## src/rtl/copperv_pkg.sv

```systemverilog
// Shared types for the copperv core: register address and data widths,
// plus the operand fetch sequencer states.
package copperv_pkg;

   localparam int REG_ADR_W = 5;
   localparam int DATA_W    = 32;

   typedef logic [REG_ADR_W-1:0] reg_adr_td;
   typedef logic [DATA_W-1:0]    data_td;

   typedef enum logic [1:0] {
      IDLE = 2'd0,
      READ = 2'd1,
      HOLD = 2'd2
   } opf_state_td;

   // x0 is hardwired to zero: never written, always reads as 0.
   function automatic logic is_x0(input reg_adr_td adr);
      return adr == '0;
   endfunction

endpackage

```

## src/rtl/operand_fetch_if.sv

```systemverilog
// Bundle of every signal operand_fetch exchanges with decode, writeback,
// the register file and execute. master is the operand_fetch view,
// slave is the view of the surrounding pipeline.
interface operand_fetch_if;
   import copperv_pkg::*;

   logic      dec_valid;
   logic      dec_ready;
   logic      dec_rs1_en;
   logic      dec_rs2_en;
   reg_adr_td dec_rs1;
   reg_adr_td dec_rs2;

   logic      wb_valid;
   reg_adr_td wb_rd;
   data_td    wb_data;

   logic      rf_rd_en;
   reg_adr_td rf_rd;
   data_td    rf_rd_din;
   logic      rf_rs1_en;
   logic      rf_rs2_en;
   reg_adr_td rf_rs1;
   reg_adr_td rf_rs2;
   data_td    rf_rs1_dout;
   data_td    rf_rs2_dout;

   logic      op_valid;
   logic      op_ready;
   data_td    op_rs1;
   data_td    op_rs2;

   modport master (
      input  dec_valid, dec_rs1_en, dec_rs2_en, dec_rs1, dec_rs2,
      output dec_ready,
      input  wb_valid, wb_rd, wb_data,
      output rf_rd_en, rf_rd, rf_rd_din,
      output rf_rs1_en, rf_rs2_en, rf_rs1, rf_rs2,
      input  rf_rs1_dout, rf_rs2_dout,
      output op_valid, op_rs1, op_rs2,
      input  op_ready
   );

   modport slave (
      output dec_valid, dec_rs1_en, dec_rs2_en, dec_rs1, dec_rs2,
      input  dec_ready,
      output wb_valid, wb_rd, wb_data,
      input  rf_rd_en, rf_rd, rf_rd_din,
      input  rf_rs1_en, rf_rs2_en, rf_rs1, rf_rs2,
      output rf_rs1_dout, rf_rs2_dout,
      input  op_valid, op_rs1, op_rs2,
      output op_ready
   );

endinterface

```

## src/rtl/operand_bypass.sv

```systemverilog
// Selects the value captured for one operand during the read cycle:
// zero for unused or x0 operands, the writeback value when it targets
// the same register on this edge, otherwise the register file data.
module operand_bypass
   import copperv_pkg::*;
(
   input  logic      en,
   input  reg_adr_td adr,
   input  logic      wb_valid,
   input  reg_adr_td wb_rd,
   input  data_td    wb_data,
   input  data_td    rf_dout,
   output data_td    operand
);

   // Priority: unused/x0 beats bypass beats register file read data.
   always_comb begin
      operand = rf_dout;
      if (!en || is_x0(adr)) begin
         operand = '0;
      end else if (wb_valid && (wb_rd == adr)) begin
         operand = wb_data;
      end
   end

endmodule

```

## src/rtl/operand_fetch.sv

```systemverilog
// Operand fetch stage: owns all register file ports, issues reads for
// decoded requests and hands both operands to execute over valid/ready.
//
// state | meaning
// ------+---------------------------------------------------------------
// IDLE  | no request in flight, ready for decode
// READ  | read issued last edge, register file data arrives this cycle
// HOLD  | operands captured and presented to execute (op_valid=1)
module operand_fetch
   import copperv_pkg::*;
(
   input logic             clk,
   input logic             rst,
   operand_fetch_if.master bus
);

   opf_state_td state;
   logic        op_valid_q;
   data_td      op_rs1_q;
   data_td      op_rs2_q;
   logic        rs1_en_q;
   logic        rs2_en_q;
   reg_adr_td   rs1_q;
   reg_adr_td   rs2_q;
   data_td      cap_rs1;
   data_td      cap_rs2;
   logic        accept;

   // Writeback goes straight through; x0 writes are suppressed.
   assign bus.rf_rd_en  = bus.wb_valid && !is_x0(bus.wb_rd);
   assign bus.rf_rd     = bus.wb_rd;
   assign bus.rf_rd_din = bus.wb_data;

   // The register file drops reads in a cycle it writes, so a request
   // is never accepted while a writeback is present.
   assign bus.dec_ready = !bus.wb_valid &&
                          ((state == IDLE) || ((state == HOLD) && bus.op_ready));
   assign accept        = bus.dec_valid && bus.dec_ready;

   // rs2 is only serviced together with rs1, so any request raises rs1_en.
   assign bus.rf_rs1_en = accept && (bus.dec_rs1_en || bus.dec_rs2_en);
   assign bus.rf_rs2_en = accept && bus.dec_rs2_en;
   assign bus.rf_rs1    = bus.dec_rs1;
   assign bus.rf_rs2    = bus.dec_rs2;

   assign bus.op_valid  = op_valid_q;
   assign bus.op_rs1    = op_rs1_q;
   assign bus.op_rs2    = op_rs2_q;

   operand_bypass u_bypass_rs1 (
      .en       (rs1_en_q),
      .adr      (rs1_q),
      .wb_valid (bus.wb_valid),
      .wb_rd    (bus.wb_rd),
      .wb_data  (bus.wb_data),
      .rf_dout  (bus.rf_rs1_dout),
      .operand  (cap_rs1)
   );

   operand_bypass u_bypass_rs2 (
      .en       (rs2_en_q),
      .adr      (rs2_q),
      .wb_valid (bus.wb_valid),
      .wb_rd    (bus.wb_rd),
      .wb_data  (bus.wb_data),
      .rf_dout  (bus.rf_rs2_dout),
      .operand  (cap_rs2)
   );

   // Sequencer with registered operand outputs; request fields are
   // latched on accept so capture does not depend on decode holding them.
   always_ff @(posedge clk or negedge rst) begin
      if (!rst) begin
         state      <= IDLE;
         op_valid_q <= 1'b0;
         op_rs1_q   <= '0;
         op_rs2_q   <= '0;
         rs1_en_q   <= 1'b0;
         rs2_en_q   <= 1'b0;
         rs1_q      <= '0;
         rs2_q      <= '0;
      end else begin
         if (accept) begin
            rs1_en_q <= bus.dec_rs1_en;
            rs2_en_q <= bus.dec_rs2_en;
            rs1_q    <= bus.dec_rs1;
            rs2_q    <= bus.dec_rs2;
         end
         case (state)
            IDLE: begin
               if (accept) begin
                  state <= READ;
               end
            end
            READ: begin
               state      <= HOLD;
               op_valid_q <= 1'b1;
               op_rs1_q   <= cap_rs1;
               op_rs2_q   <= cap_rs2;
            end
            HOLD: begin
               if (bus.op_ready) begin
                  op_valid_q <= 1'b0;
                  state      <= accept ? READ : IDLE;
               end
            end
            default: begin
               state      <= IDLE;
               op_valid_q <= 1'b0;
            end
         endcase
      end
   end

endmodule

```

## src/flat_wrapper.sv

```systemverilog
// flat-port wrapper written by rule: the top's interface ports become plain ports
module operand_fetch_flat import copperv_pkg::*;
  (clk, rst, bus_dec_valid, bus_dec_rs1_en, bus_dec_rs2_en, bus_dec_rs1, bus_dec_rs2, bus_dec_ready, bus_wb_valid, bus_wb_rd, bus_wb_data, bus_rf_rd_en, bus_rf_rd, bus_rf_rd_din, bus_rf_rs1_en, bus_rf_rs2_en, bus_rf_rs1, bus_rf_rs2, bus_rf_rs1_dout, bus_rf_rs2_dout, bus_op_valid, bus_op_rs1, bus_op_rs2, bus_op_ready);
  operand_fetch_if bus_i ();
  input logic clk;
  input logic rst;
  input wire logic [$bits(bus_i.dec_valid)-1:0] bus_dec_valid;
  input wire logic [$bits(bus_i.dec_rs1_en)-1:0] bus_dec_rs1_en;
  input wire logic [$bits(bus_i.dec_rs2_en)-1:0] bus_dec_rs2_en;
  input wire logic [$bits(bus_i.dec_rs1)-1:0] bus_dec_rs1;
  input wire logic [$bits(bus_i.dec_rs2)-1:0] bus_dec_rs2;
  output wire logic [$bits(bus_i.dec_ready)-1:0] bus_dec_ready;
  input wire logic [$bits(bus_i.wb_valid)-1:0] bus_wb_valid;
  input wire logic [$bits(bus_i.wb_rd)-1:0] bus_wb_rd;
  input wire logic [$bits(bus_i.wb_data)-1:0] bus_wb_data;
  output wire logic [$bits(bus_i.rf_rd_en)-1:0] bus_rf_rd_en;
  output wire logic [$bits(bus_i.rf_rd)-1:0] bus_rf_rd;
  output wire logic [$bits(bus_i.rf_rd_din)-1:0] bus_rf_rd_din;
  output wire logic [$bits(bus_i.rf_rs1_en)-1:0] bus_rf_rs1_en;
  output wire logic [$bits(bus_i.rf_rs2_en)-1:0] bus_rf_rs2_en;
  output wire logic [$bits(bus_i.rf_rs1)-1:0] bus_rf_rs1;
  output wire logic [$bits(bus_i.rf_rs2)-1:0] bus_rf_rs2;
  input wire logic [$bits(bus_i.rf_rs1_dout)-1:0] bus_rf_rs1_dout;
  input wire logic [$bits(bus_i.rf_rs2_dout)-1:0] bus_rf_rs2_dout;
  output wire logic [$bits(bus_i.op_valid)-1:0] bus_op_valid;
  output wire logic [$bits(bus_i.op_rs1)-1:0] bus_op_rs1;
  output wire logic [$bits(bus_i.op_rs2)-1:0] bus_op_rs2;
  input wire logic [$bits(bus_i.op_ready)-1:0] bus_op_ready;
  assign bus_i.dec_valid = bus_dec_valid;
  assign bus_i.dec_rs1_en = bus_dec_rs1_en;
  assign bus_i.dec_rs2_en = bus_dec_rs2_en;
  assign bus_i.dec_rs1 = bus_dec_rs1;
  assign bus_i.dec_rs2 = bus_dec_rs2;
  assign bus_dec_ready = bus_i.dec_ready;
  assign bus_i.wb_valid = bus_wb_valid;
  assign bus_i.wb_rd = bus_wb_rd;
  assign bus_i.wb_data = bus_wb_data;
  assign bus_rf_rd_en = bus_i.rf_rd_en;
  assign bus_rf_rd = bus_i.rf_rd;
  assign bus_rf_rd_din = bus_i.rf_rd_din;
  assign bus_rf_rs1_en = bus_i.rf_rs1_en;
  assign bus_rf_rs2_en = bus_i.rf_rs2_en;
  assign bus_rf_rs1 = bus_i.rf_rs1;
  assign bus_rf_rs2 = bus_i.rf_rs2;
  assign bus_i.rf_rs1_dout = bus_rf_rs1_dout;
  assign bus_i.rf_rs2_dout = bus_rf_rs2_dout;
  assign bus_op_valid = bus_i.op_valid;
  assign bus_op_rs1 = bus_i.op_rs1;
  assign bus_op_rs2 = bus_i.op_rs2;
  assign bus_i.op_ready = bus_op_ready;
  operand_fetch u_core (.clk(clk), .rst(rst), .bus(bus_i));
endmodule
```

## config.mk

```make
export PLATFORM = sky130hd
export DESIGN_NAME = operand_fetch_flat
export DESIGN_NICKNAME = d
export VERILOG_FILES = /design/src/rtl/copperv_pkg.sv /design/src/rtl/operand_fetch_if.sv /design/src/rtl/operand_bypass.sv /design/src/rtl/operand_fetch.sv /design/src/flat_wrapper.sv
export SDC_FILE = /design/constraint.sdc
export NUM_CORES = 1
export LEC_CHECK = 0
export CAP_MARGIN = 10
export CORE_MARGIN = 2
export CORE_UTILIZATION = 30
export CTS_BUF_LIST = sky130_fd_sc_hd__clkbuf_2
export CTS_CLUSTER_DIAMETER = 100
export DETAILED_ROUTE_END_ITERATION = 10
export PLACE_DENSITY = 0.61
export SKIP_LAST_GASP = 1
export SLEW_MARGIN = 15
export SYNTH_ARGS = -nofsm -noshare
export SYNTH_HDL_FRONTEND = slang
export SYNTH_SLANG_ARGS = --single-unit
```

## constraint.sdc

```tcl
create_clock -name clk -period 1.84 [get_ports clk]
set_clock_uncertainty 0.15 [all_clocks]
set_input_delay 0.276 -clock clk [delete_from_list [all_inputs] [get_ports clk]]
set_output_delay 0.276 -clock clk [all_outputs]
set_load 0.01 [all_outputs]
```

Word level (Yosys, flattened, before mapping)
Cells that the tools add are included.
- output and inout port bits: 116
- bits in registers: 79
- input port bits: 118
- word-level logic and storage cells: 47
- reduce and logical (&&, ||, !) cells: 22
- bitwise logic cells: 1
- equal/unequal tests: 6
- multiplexer cells: 10
- operator list (operator ; number):
    $mux 32 ; 4
    $logic_not 5->1 ; 3
    $eq 5x5->1 ; 2
    $logic_and 1x1->1 ; 8
    $pmux 2 s3 ; 1
    $logic_not 1->1 ; 4
    $logic_or 1x1->1 ; 4
    $mux 2 ; 2
    $reduce_and 2->1 ; 2
    $pmux 1 s3 ; 1
    $eq 2x1->1 const B ; 1
    $eq 2x2->1 const B ; 1
    $logic_not 2->1 ; 1
    $mux 1 ; 2
    $ne 2x1->1 const B ; 1
    $ne 2x2->1 const B ; 1
    $not 1->1 ; 1

Depth between registers and ports, before layout
- depth after elaboration: 8
- gate-level depth with buffers: 7
- mapped depth without buffers: 4

Cells and area by module
Synthesis repeated with hierarchy kept, for this count alone.
- cell total of the unflattened synthesis: 469
- area, all modules: 4769.6 um^2
- by module, submodules not included (module ; instances ; area an instance (um^2) ; cells an instance):
    operand_fetch ; 1 ; 3375.7 ; 223
    operand_bypass ; 2 ; 696.9 ; 123

Least setup slack after synthesis
No wires, ideal clock.
- path type: reg2out
- start: register u_core.state[1]
- end: output bus_rf_rs1_en
- setup slack: 103 ps
- arrival: 1311 ps
- required time: 1414 ps
- cell stages (with the launch flop): 6
- buffers on the path: 2
- cell sequence: dfrtp_1 a211oi_2 and2_1 buf_2 buf_4 o21a_1
- word-level cells in the longest chain between the ends: 6
- elaborated cells between the ends (all ways): 7
- classes of those cells: eq/ne: 1; reduce/logical: 6
- RTL lines (element ; line ; source):
    start: declaration ; operand_fetch.sv:17 ; opf_state_td state;
    start signal: assignment ; operand_fetch.sv:104 ; state <= accept ? READ : IDLE;
    $eq 2x2->1 ; operand_fetch.sv:37 ; ((state == IDLE) || ((state == HOLD) && bus.op_ready));
    $logic_and 1x1->1 ; operand_fetch.sv:37 ;
    $logic_or 1x1->1 (*) ; operand_fetch.sv:37 ;
    $logic_and 1x1->1 (*) ; operand_fetch.sv:36 ; assign bus.dec_ready = !bus.wb_valid &&
    named net bus_dec_ready ; flat_wrapper.sv:12 ; output wire logic [$bits(bus_i.dec_ready)-1:0] bus_dec_ready;
    $logic_and 1x1->1 (*) ; operand_fetch.sv:38 ; assign accept = bus.dec_valid && bus.dec_ready;
    $logic_and 1x1->1 (*) ; operand_fetch.sv:41 ; assign bus.rf_rs1_en = accept && (bus.dec_rs1_en || bus.dec_rs2_en);
    end: declaration ; flat_wrapper.sv:19 ; output wire logic [$bits(bus_i.rf_rs1_en)-1:0] bus_rf_rs1_en;
The timed path passes the listed nets; every way through them passes the cells marked *.

Worst setup path after layout
- start: register u_core.state[1]
- end: output bus_rf_rs2_en
- word-level cells in the longest chain between the ends: 6
- elaborated cells between the ends (all ways): 7
- classes of those cells: eq/ne: 1; reduce/logical: 6
- RTL lines (element ; line ; source):
    $eq 2x2->1 ; operand_fetch.sv:37 ;
    $logic_and 1x1->1 ; operand_fetch.sv:37 ;
    $logic_or 1x1->1 (*) ; operand_fetch.sv:37 ;
    $logic_and 1x1->1 (*) ; operand_fetch.sv:36 ;
    $logic_and 1x1->1 (*) ; operand_fetch.sv:38 ;
    $logic_and 1x1->1 (*) ; operand_fetch.sv:42 ; assign bus.rf_rs2_en = accept && bus.dec_rs2_en;
    end: declaration ; flat_wrapper.sv:20 ; output wire logic [$bits(bus_i.rf_rs2_en)-1:0] bus_rf_rs2_en;
Mark *: on every way between the ends. The rest lies on a longest branch, timed or not.

==> flow_summary.yaml <==
placed_design:
  port_buffers: 233
  dp_slack_ns: -0.464
  dp.cells: 892
  dp_hpwl_um: 11600
  gp_congestion: 0.773
  place_area_um2: 7250
cts:
  cts.sinks: 79
  clkTransAtPathRegs_ns: 0.24
  htreeDepth: 3
  ctsLongestPathBuffers: 2
  root_buffer: "clkbuf_2"
  insertion_delay_ns: 0.56
  cts_buffers: 9
  tritoncts: "done"
worst_setup_path:
  cp-end-kind: "output port"
  critPathRequiredTime_ns: 1.41
  cp.arrival_ns: 1.64
  crit_family: "flip-flops"
  cp-start-kind: "register"
  crit_type: "reg -> out"
  crit_fanout: 2
  crit_slowest_cell: "dfrtp_1"
  path_buf_inv: 2
  worstPathCellList: "a211oi_2, buf_4, and3_4, buf_6"
  slowest_delay_ns: 0.45
detailed_routing:
  wl_per_cell_um: 18.5
  wl_um: 17500
  first_pass_iters: 4
  drt_iter0_markers: 226
  ant_nets: 0
  post_drt_via_cell_ratio: 4.95
  vias: 4702
  drc_errors: 0
global_routing:
  gr-usage-all-layers_pct: 19.5
  gr-total-overflow: 0
  grt_pass1_wl_um: 25600
  first_global_vias: 4990
  antenna_found_initial: 0
  grt_max_degree: 80
yosys:
  synth_fp_nets: 592
  synth.distinct_cells: 30
  synth_seq_cells: 79
  synth_warnings: 0
  synth_edf_count: 0
  async_flop_share_pct: 100
  synth_area_um2: 4710
  synth.yosys.seq_area_share_pct: 42.0
  ys.flop_type: "dfrtp_1"
  synth.avg_cell_area_um2: 9.93
  synthCells: 474
sta:
  slew_headroom_pct: 69.4
  period_needed_ns: 2.06
  rsz0062_at_grt: "yes"
  whs_ns: 0.101
  max_slew.worst_pin.slew_ns: 0.459
  setup_viol: 63
  fin_crit_sh_pct: 112
  setup_slack_ns: -0.222
  hold_violations: 0
  slew_viol_final: 0
  fmax_mhz: 485
power_and_ir_drop:
  p_leak_uw: 0.00369
  finalPower_uw: 6070
  powerDensity_nw_per_um2: 763
  irDropWorstVdd_v: 0.000326
run_status:
  violations: "setup timing"
  outcome: "complete, but fails checks"
cells_and_area:
  layout_commonest_cell: "clkdlybuf4s50_1"
  fin_cells: 950
  area_delta_synth_final_pct: 68.9
  drive_gt1_share_pct: 32.1
  final_cell_mix: "clkdlybuf4s50_1 (157), nand2_1 (90), dfrtp_1 (79)"
  antennaDiodeCount: 0
  fin_nets: 852
  stdcell_area_um2: 7950
flow_run:
  drv_cap: 0
die:
  die_y_um: 129
  rows: 45
  num_io_pins: 234
  die_area_um2: 16700
  initial_core_util_pct: 30.8
  core-area_um2: 15300
  die_w_um: 129
worst_hold_path:
  hold_path.class: "in -> async"
-- through the flow --
step,TNS [ns],utilization (%)
final,-5.93,52.1
after global routing,-12.49,52.1
after CTS,-1.27,49.0
after detailed placement,-26.82,47.5
after global placement,-24.76,47.5
after floorplan,0,-
-- cell usage after synthesis, types with 2 or more instances --
library cell | n | area [um2]
nand2_1 | 130 | 488
dfrtp_1 | 79 | 1980
nand4_1 | 64 | 400
o211ai_2 | 60 | 751
buf_4 | 49 | 368
buf_2 | 18 | 90.1
clkbuf_1 | 15 | 56.3
xor2_1 | 8 | 70.1
mux2_1 | 7 | 78.8
and2_1 | 4 | 25.0
mux2_2 | 4 | 45.0
o211ai_1 | 4 | 30.0
buf_12 | 3 | 60.1
buf_8 | 3 | 45.0
inv_1 | 3 | 11.3
nor2_1 | 3 | 11.3
o21a_1 | 3 | 22.5
a211oi_4 | 2 | 40.0
nor3_1 | 2 | 10.0
nor4_4 | 2 | 42.5
xnor2_1 | 2 | 17.5
-- layer usage --
layer	track usage (%)	up-vias	share of wire, %
met1	24.7	2295	42
met4	6.97	0	1.7
li1	-	2167	-
met2	33.0	219	49
met5	0	-	0
met3	4.09	21	7.9
-- repair_timing --
item,in CTS,in global routing
hold buffers,1,0
pin swaps,6,81
gates cloned,2,14
hold endpoints to repair,79,0
resized for setup,90,68
endpoints found under the setup margin,79,70
setup buffers,20,6
-- where the power goes --
| group | internal, uW | switching [uW] | total [uW] |
|---|---|---|---|
| Clock | 162 | 658 | 820 |
| Sequential | 2180 | 272 | 2460 |
| Combinational | 1470 | 1320 | 2790 |
-- tightest hold or removal path: cells and delay by family --
family / cells / cell delay (ns)
buf+inv: 3 / 0.99
-- flip-flops by register name (all words and copies together) (netlist names) --
signal and flops:
u_core.rs2_q 5, u_core.bus.op_rs2 32, u_core.state 2, u_core.rs1_en_q 1
u_core.rs2_en_q 1, u_core.rs1_q 5, u_core.bus.op_rs1 32, u_core.bus.op_valid 1
-- logic make-up after synthesis --
logic type                after synthesis  synth area share (%)
DFF                                    79                  42.0
buffers and inverters                  93                  13.7
AOI/OAI and AO/OA                      72                  18.5
and+or+nand+nor                       209                  21.3
muxes                                  11                  2.63
xor gates and xnor gates               10                  1.86
-- area by class of cell --
type | instances | area (um2)
fillers | 1422 | 7310
repair buffers | 339 | 3400
multi-input cells | 302 | 2220
flip-flops and latches | 79 | 1980
well taps | 211 | 264
clock buffers | 9 | 45.0
clock inverters | 7 | 40.0
inverters | 3 | 11.3
-- path summary, 6_finish.rpt --
path                                                    from                                end  slack, ns  cells after the start
max                              u_core.state[1]$_DFFE_PN0P_                      bus_rf_rs2_en      -0.22                      4
min                                                      rst  u_core.bus.op_rs1[27]$_DFFE_PN0P_       0.10                      3
max reg2reg                      u_core.state[1]$_DFFE_PN0P_  u_core.bus.op_rs2[23]$_DFFE_PN0P_      -0.14                      8
min reg2reg                u_core.bus.op_rs2[22]$_DFFE_PN0P_  u_core.bus.op_rs2[22]$_DFFE_PN0P_       0.36                      2
max in group asynchronous                                rst   u_core.bus.op_rs1[7]$_DFFE_PN0P_       1.06                      3
min in group clk                         bus_rf_rs2_dout[13]  u_core.bus.op_rs2[13]$_DFFE_PN0P_       0.10                      3
No activity file was read; power rests on OpenSTA's default activity.
